### src/rtl/sample_frame_streamer.sv
// Multichannel sample source and UART framer: snapshots one sample per channel on each
// tick and streams SYNC, frame count, then samples MSB-first into a uart_tx byte port.
module sample_frame_streamer #(
  parameter int         CHANNELS         = 2,
  parameter int         SAMPLE_WIDTH     = 16,
  parameter int         TICKS_PER_SAMPLE = 250,
  parameter int         WAVE_PERIOD      = 100,
  parameter logic [7:0] SYNC_BYTE        = 8'hA5
) (
  input  logic                             clock,
  input  logic                             reset_n,
  input  logic                             enable,
  input  logic [1:0]                       mode,
  input  logic [CHANNELS*SAMPLE_WIDTH-1:0] ext_samples,
  input  logic                             uart_busy,
  output logic [7:0]                       data,
  output logic                             data_valid,
  output logic                             frame_active,
  output logic [7:0]                       overrun_count
);

  localparam int BYTES     = SAMPLE_WIDTH / 8;
  localparam int FRAME_LEN = 2 + CHANNELS * BYTES;
  localparam int PAYLOAD_W = CHANNELS * SAMPLE_WIDTH;
  localparam int TICK_W    = $clog2(TICKS_PER_SAMPLE);
  localparam int BASE_W    = (WAVE_PERIOD > 1) ? $clog2(WAVE_PERIOD) : 1;

  localparam logic [TICK_W-1:0]       TICK_LAST    = TICK_W'(TICKS_PER_SAMPLE - 1);
  localparam logic [BASE_W-1:0]       BASE_LAST    = BASE_W'(WAVE_PERIOD - 1);
  localparam logic [4:0]              END_IDX      = 5'(FRAME_LEN);
  localparam logic [SAMPLE_WIDTH-1:0] CONST_SAMPLE = {SAMPLE_WIDTH{1'b1}} >> 1;

  typedef enum logic [1:0] {IDLE, LOAD, ACK, DRAIN} state_t;

  state_t                state;
  logic [TICK_W-1:0]     tick_cnt;
  logic [BASE_W-1:0]     base;
  logic [7:0]            frame_cnt;
  logic [4:0]            byte_idx;
  logic [PAYLOAD_W-1:0]  payload;
  logic [PAYLOAD_W-1:0]  snap_next;
  logic [7:0]            cur_byte;
  logic                  tick;

  assign tick = enable && (tick_cnt == TICK_LAST);

  always_ff @(posedge clock or negedge reset_n) begin
    if (!reset_n) begin
      tick_cnt <= '0;
    end else if (!enable || tick_cnt == TICK_LAST) begin
      tick_cnt <= '0;
    end else begin
      tick_cnt <= tick_cnt + TICK_W'(1);
    end
  end

  // Sawtooth base advances on every tick, including ticks dropped as overruns.
  always_ff @(posedge clock or negedge reset_n) begin
    if (!reset_n) begin
      base <= '0;
    end else if (tick) begin
      base <= (base == BASE_LAST) ? '0 : base + BASE_W'(1);
    end
  end

  always_ff @(posedge clock or negedge reset_n) begin
    if (!reset_n) begin
      overrun_count <= 8'd0;
    end else if (tick && frame_active && overrun_count != 8'hFF) begin
      overrun_count <= overrun_count + 8'd1;
    end
  end

  // Channel 0 sits at the top of the payload so a left shift emits ch0 MSB first.
  always_comb begin
    snap_next = '0;
    for (int c = 0; c < CHANNELS; c++) begin
      case (mode)
        2'd0:    snap_next[(CHANNELS-1-c)*SAMPLE_WIDTH +: SAMPLE_WIDTH] =
                   SAMPLE_WIDTH'(32'(base) + 32'(c));
        2'd1:    snap_next[(CHANNELS-1-c)*SAMPLE_WIDTH +: SAMPLE_WIDTH] =
                   ext_samples[c*SAMPLE_WIDTH +: SAMPLE_WIDTH];
        2'd2:    snap_next[(CHANNELS-1-c)*SAMPLE_WIDTH +: SAMPLE_WIDTH] = CONST_SAMPLE;
        default: snap_next[(CHANNELS-1-c)*SAMPLE_WIDTH +: SAMPLE_WIDTH] = SAMPLE_WIDTH'(c);
      endcase
    end
  end

  always_comb begin
    cur_byte = payload[PAYLOAD_W-1 -: 8];
    if (byte_idx == 5'd0) begin
      cur_byte = SYNC_BYTE;
    end else if (byte_idx == 5'd1) begin
      cur_byte = frame_cnt;
    end
  end

  always_ff @(posedge clock or negedge reset_n) begin
    if (!reset_n) begin
      state        <= IDLE;
      data         <= 8'd0;
      data_valid   <= 1'b0;
      frame_active <= 1'b0;
      byte_idx     <= 5'd0;
      payload      <= '0;
      frame_cnt    <= 8'd0;
    end else begin
      data_valid <= 1'b0;
      case (state)
        IDLE: begin
          if (tick) begin
            payload      <= snap_next;
            byte_idx     <= 5'd0;
            frame_active <= 1'b1;
            state        <= LOAD;
          end
        end
        LOAD: begin
          if (!uart_busy) begin
            data       <= cur_byte;
            data_valid <= 1'b1;
            byte_idx   <= byte_idx + 5'd1;
            if (byte_idx >= 5'd2) begin
              payload <= payload << 8;
            end
            state <= ACK;
          end
        end
        ACK: state <= DRAIN;
        DRAIN: begin
          if (!uart_busy) begin
            if (byte_idx == END_IDX) begin
              state        <= IDLE;
              frame_active <= 1'b0;
              frame_cnt    <= frame_cnt + 8'd1;
            end else begin
              state <= LOAD;
            end
          end
        end
        default: state <= IDLE;
      endcase
    end
  end

endmodule

### config.mk
export PLATFORM = sky130hd
export DESIGN_NAME = sample_frame_streamer
export DESIGN_NICKNAME = d
export VERILOG_FILES = /design/src/rtl/sample_frame_streamer.sv
export SDC_FILE = /design/constraint.sdc
export NUM_CORES = 1
export LEC_CHECK = 0
export ABC_AREA = 1
export BUFFER_PORTS_ARGS = -buffer_cell sky130_fd_sc_hd__buf_2
export CORE_ASPECT_RATIO = 1.1
export CORE_MARGIN = 5
export CORE_UTILIZATION = 40
export DETAILED_ROUTE_END_ITERATION = 12
export PLACE_DENSITY = 0.67
export SLEW_MARGIN = 20
export SYNTH_ARGS = -nofsm -noshare
export SYNTH_HDL_FRONTEND = slang
export SYNTH_SLANG_ARGS = --single-unit
### constraint.sdc
create_clock -name clock -period 1.9 [get_ports clock]
set_input_delay 0 -clock clock [delete_from_list [all_inputs] [get_ports clock]]
set_output_delay 0 -clock clock [all_outputs]
set_load 0.05 [all_outputs]
=== Yosys cells after proc, flatten, opt, wreduce, memory -nomap -nowiden ===
Index checks and enable logic that the tools add are counted.

* Output and inout bits: 18
* Flip-flop bits (word level): 80
* Input port bits: 38

* Magnitude comparators: 1
* Equal/unequal tests: 15
* Bitwise logic cells: 1
* Multiplexer cells: 24
* Reductions and logical operators: 16
* Add/sub/neg operators: 6

{| class="wikitable"
|+ Operators with widths
! kind !! number
|-
| two-way mux 32 bit || 3
|-
| one-hot mux 16 bit (3 select lines) || 2
|-
| one-hot mux 32 bit (2 select lines) || 1
|-
| adder 8 x 1 -> 8 bit (second input constant) || 3
|-
| two-way mux 8 bit || 3
|-
| two-way mux 5 bit || 2
|-
| != test 2 bit (second input constant) || 5
|-
| one-hot mux 5 bit (2 select lines) || 1
|-
| AND reduction 3 bit || 3
|-
| adder 7 x 1 -> 8 bit (second input constant) || 1
|-
| == test 8 bit (second input constant) || 1
|-
| != test 8 bit (second input constant) || 1
|-
| one-hot mux 2 bit (4 select lines) || 1
|-
| AND reduction 4 bit || 2
|-
| adder 7 x 1 -> 7 bit (second input constant) || 1
|-
| == test 7 bit (second input constant) || 1
|-
| two-way mux 7 bit || 1
|-
| == test 2 bit (second input constant) || 3
|-
| two-way mux 1 bit || 6
|-
| two-way mux 2 bit || 3
|-
| adder 5 x 1 -> 5 bit (second input constant) || 1
|-
| == test 5 x 1 -> 1 bit (second input constant) || 1
|-
| == test 5 x 3 -> 1 bit (second input constant) || 1
|-
| >= comparator 5 x 2 -> 1 bit (second input constant) || 1
|-
| 10 further kinds || 15
|}

=== Logic depth before layout (Yosys ltp) ===
* Word-level depth: 4
* Gate-level depth with buffers: 10

=== Worst setup path after synthesis ===
OpenSTA, ideal clock, no wires.

* Path type: reg2reg
* Start: register overrun_count[0]
* End: register overrun_count[2]
* Data arrival time: 1.639 ns
* Cell stages (with the launch flop): 8
* Slack: 0.184 ns
* Required time: 1.823 ns
* Path through: dfrtp_1 -> ha_1 -> and3_1 -> buf_2 -> nand4_4 -> nand2_2 -> nand2_1 -> o21ai_1

* Cells in the longest elaborated chain, start to end: 2
* Elaborated cells on any way between the ends: 3
* Classes of those cells: 1 x add/sub; 1 x eq/ne; 1 x reduce/logical

{| class="wikitable"
|+ RTL lines
! item !! line !! text
|-
| from (decl) || 19 || <nowiki>output logic [7:0] overrun_count</nowiki>
|-
| from (signal assigned) || 70 || <nowiki>overrun_count <= overrun_count + 8'd1;</nowiki>
|-
| branches (longest 2 deep; another with adder 8 x 1 -> 8 bit) || n/a ||
|}

Several ways; the timed one is not identified.
A chain may end at the register's enable or synchronous reset.

=== Worst setup path in the final report ===
* Start: register state[1]
* End: register payload[25]

* Cells in the longest elaborated chain, start to end: 3
* Elaborated cells on any way between the ends: 8
* Classes of those cells: 4 x eq/ne; 1 x mux; 3 x reduce/logical

{| class="wikitable"
|+ RTL lines
! item !! line !! text
|-
| from (decl) || 35 || <nowiki>state_t state;</nowiki>
|-
| from (signal assigned) || 100 || <nowiki>state <= IDLE;</nowiki>
|-
| from (signal assigned) || 115 || <nowiki>state <= LOAD;</nowiki>
|-
| from (signal assigned) || 126 || <nowiki>state <= ACK;</nowiki>
|-
| == test 2 x 1 -> 1 bit or logical NOT 2 bit (tied branches) || 109 || <nowiki>case (state)</nowiki>
|-
| != test 2 bit (no line) or nonzero test 2 bit (tied branches) || n/a ||
|-
| AND reduction 4 bit (no line) || n/a ||
|-
| to (signal assigned) || 112 || <nowiki>payload <= snap_next;</nowiki>
|-
| to (signal assigned) || 124 || <nowiki>payload <= payload << 8;</nowiki>
|-
| to (decl) || 40 || <nowiki>logic [PAYLOAD_W-1:0] payload;</nowiki>
|}

Several ways; a longest one is shown, not always the timed one.

==> impl_metrics.toml <==
[worst_setup_path]
required_ns = 2.11
cpMaxStageDelayCell = "dfrtp_1"
crit_chain = "inv_1 -> ha_1 -> inv_1 -> buf_12 -> o21ai_2 -> o22ai_1 -> o21ai_2"
end_kind = "flop"
reg2regPathDepth = 7
r2r_end = "payload[25]$_DFFE_PN0P_"
cp-start-kind = "flop"
critPathMaxStageDelay_ns = 0.40
path_max_fanout = 37
critPathKind = "reg -> reg"
rrSetupSlack_ns = 0.15
arrival_ns = 1.96
r2r_start = "state[1]$_DFFE_PN0P_"

[clock_tree]
ctsHoldBuffers = 1
cts_tree = "built"
cts-resized-gates = 0
htreeDepth = 3
cts_setup_buffers = 0
cts_buffers = 9
cts_sinks = 80
cts_root_buf = "clkbuf_16"
clk_path_buf_depth = 2
insertion_delay_ns = 0.33
clkTransAtPathRegs_ns = 0.06

[sta]
fmax_ghz = 0.570
maxSlewHeadroom = 0.559
hold_slack_ns = 0.0461
setup_viol = 0
finalWorstSetupSlack_ns = 0.145
rsz0062_at_grt = "no"
finClkSkew_ns = 0.00684
final.min_clock_period_ns = 1.75
slew_viol_final = 0
hold_violations = 0
worst_slew_pin_slew_ns = 0.661
final.period_utilization = 0.924
tns_ns = 0

[synth]
synthXorXnorAreaFrac = 0.0303
synthArstFlopShare = 1.00
synth_fa_ha_area_frac = 0.0352
syn-num-nets = 605
syn_area_sq_um = 4620
synth-main-ff-cell = "dfrtp_1"
syn_inst = 554
synth_mux_area_frac = 0.00216
synth_top_family_by_area = "simple AND/OR/NAND/NOR gates"
synthSimpleGateAreaFrac = 0.251
synth_enable_flop_cells = 0
synth_compound_area_frac = 0.168
synth.avg_cell_area_sq_um = 8.35
ys_seq_elements = 80
ys_seq_area_frac = 0.433
ys_warn_count = 0
synth.distinct_cells = 41

[die]
fp.dieW_microns = 113
ios = 56
coreArea_sq_um = 11400
die_height_microns = 123
die-area_sq_um = 13800
rows = 41
initial_core_util = 0.406

[finish]
drive_above_1_share = 0.235
area_growth_pct = 16.5
antenna_cells = 0
final_nets = 660
utilization = 0.473
mostFrequentLayoutCell = "nand2_1"
fill_cells = 1135
final_cell_mix = "nand2_1 (125), dfrtp_1 (80), inv_1 (60)"

[power_and_ir_drop]
clockPowerShare = 0.251
p_leak_nw = 2.65
p_sw_frac = 0.397
power_frac_comb = 0.417
p_per_area_nw_per_um2 = 1400
p_switching_mw = 2.99
ir_worst_vdd_mv = 0.790
p_int_mw = 4.54
pwr-share-seq = 0.332
fin_total_pwr_mw = 7.53

[routing]
first_pass_iters = 5
ant_nets = 0
num_vias = 3807
wl_per_cell_microns = 13.4
drt_wl_total_mm = 10.2
routed_via_density = 4.99
drc = 0
drt_iter0_drc = 190

[run_status]
status = "finished, final reports clean"

[global_routing]
grt_pass1_wl_mm = 17.5
overflow = 0
grt_pass1_vias = 3868
antenna_found_initial = 0
grtUsageTotal = 0.154
grt_max_degree = 45

[worst_hold_path]
min_path_cells = 5
hold_end = "payload[5]$_DFFE_PN0P_"
min_from = "ext_samples[21]"
hp-class = "in -> reg"

[place]
pre_cts_ws_ns = 0.142
port_buffers = 55
dp_hpwl_mm = 7.58
place_congestion = 0.869

[flow_run]
drv_cap = 0
==> state kept, by name, summed over array words and instances, names as in the netlist <==
signal,count
payload,32
byte_idx,5
data_valid,1
tick_cnt,8
state,2
base,7
overrun_count,8
frame_cnt,8
data,8
frame_active,1
==> synth_stat cells (5+ instances only) <==
library cell | instances | area (sq um)
nor2_1 | 52 | 195
xnor2_1 | 5 | 43.8
dfrtp_1 | 80 | 2000
inv_1 | 60 | 225
o21bai_1 | 7 | 52.6
xor2_1 | 11 | 96.3
a21oi_1 | 11 | 55.1
o21ai_0 | 22 | 110
buf_2 | 6 | 30.0
o22ai_1 | 20 | 125
nand2_1 | 125 | 469
ha_1 | 13 | 163
o21ai_2 | 33 | 289
a31o_2 | 7 | 61.3
nand2_2 | 13 | 81.3
buf_6 | 6 | 67.6
nand3_1 | 36 | 180
==> cell families (layout without fill, tap and decap cells) <==
kind of cell,count (synthesis),in the layout
and+or+nand+nor,253,253
AOI/OAI and AO/OA,110,110
buffers and inverters,81,140
DFF,80,80
xor gates and xnor gates,16,16
adders and majority gates,13,13
muxes,1,1
==> critical path: cells and delay by family, from the launching register on <==
| kind | cells | cell delay [ns] |
|---|---|---|
| adders and majority gates | 1 | 0.22 |
| AOI/OAI and AO/OA | 3 | 0.57 |
| buffers and inverters | 3 | 0.44 |
| DFF | 1 | 0.40 |
==> final cells by class <==
cell class / count / area, sq um / area share
clock inverters: 4 / 76.3 / 0.0142
repair buffers: 64 / 385 / 0.0715
multi-input cells: 393 / 2250 / 0.418
inverters: 61 / 229 / 0.0425
flip-flops and latches: 80 / 2000 / 0.372
well taps: 150 / 188 / 0.0348
clock buffers: 11 / 253 / 0.0469
==> stage by stage <==
| step | std cells | area, sq um |
|---|---|---|
| 4_1_cts | 763 | 5390 |
| 3_3_place_gp | 747 | 5050 |
| 6_report | 763 | 5390 |
| 3_5_place_dp | 747 | 5050 |
| 2_1_floorplan | 554 | 4620 |
| 5_1_grt | 763 | 5390 |
==> per-layer routing <==
metal  vias to the layer above  track usage  part of all wire
met5                         -            0                 0
met1                      1780        0.195              0.47
li1                       1921            -                 -
met4                         0       0.0533             0.014
met2                        88        0.266              0.48
met3                        18       0.0271             0.044
==> worst max-delay path by stage <==
stage	startpoint	end	slack, ns	cells after the start
after floorplan	overrun_count[0]$_DFFE_PN0P_	overrun_count[2]$_DFFE_PN0P_	0.18	7
after global placement	state[0]$_DFFE_PN0P_	byte_idx[4]$_DFFE_PN0P_	0.27	6
after detailed placement	state[1]$_DFFE_PN0P_	payload[25]$_DFFE_PN0P_	0.14	7
after CTS	state[1]$_DFFE_PN0P_	payload[25]$_DFFE_PN0P_	0.13	7
after global routing	state[1]$_DFFE_PN0P_	payload[25]$_DFFE_PN0P_	0.007	9
final	state[1]$_DFFE_PN0P_	payload[25]$_DFFE_PN0P_	0.15	7
==> power by group through the flow <==
stage          registers, mW  clock network [mW]  logic, mW
3_5_place_dp            2.52                   0       3.17
5_1_grt                 2.55                2.01       3.51
4_1_cts                 2.50                1.93       3.19
6_report                2.50                1.89       3.14
3_3_place_gp            2.50                   0       3.06
2_1_floorplan           2.70                   0       2.39
Note: power is estimated with default switching activity, not from simulation.
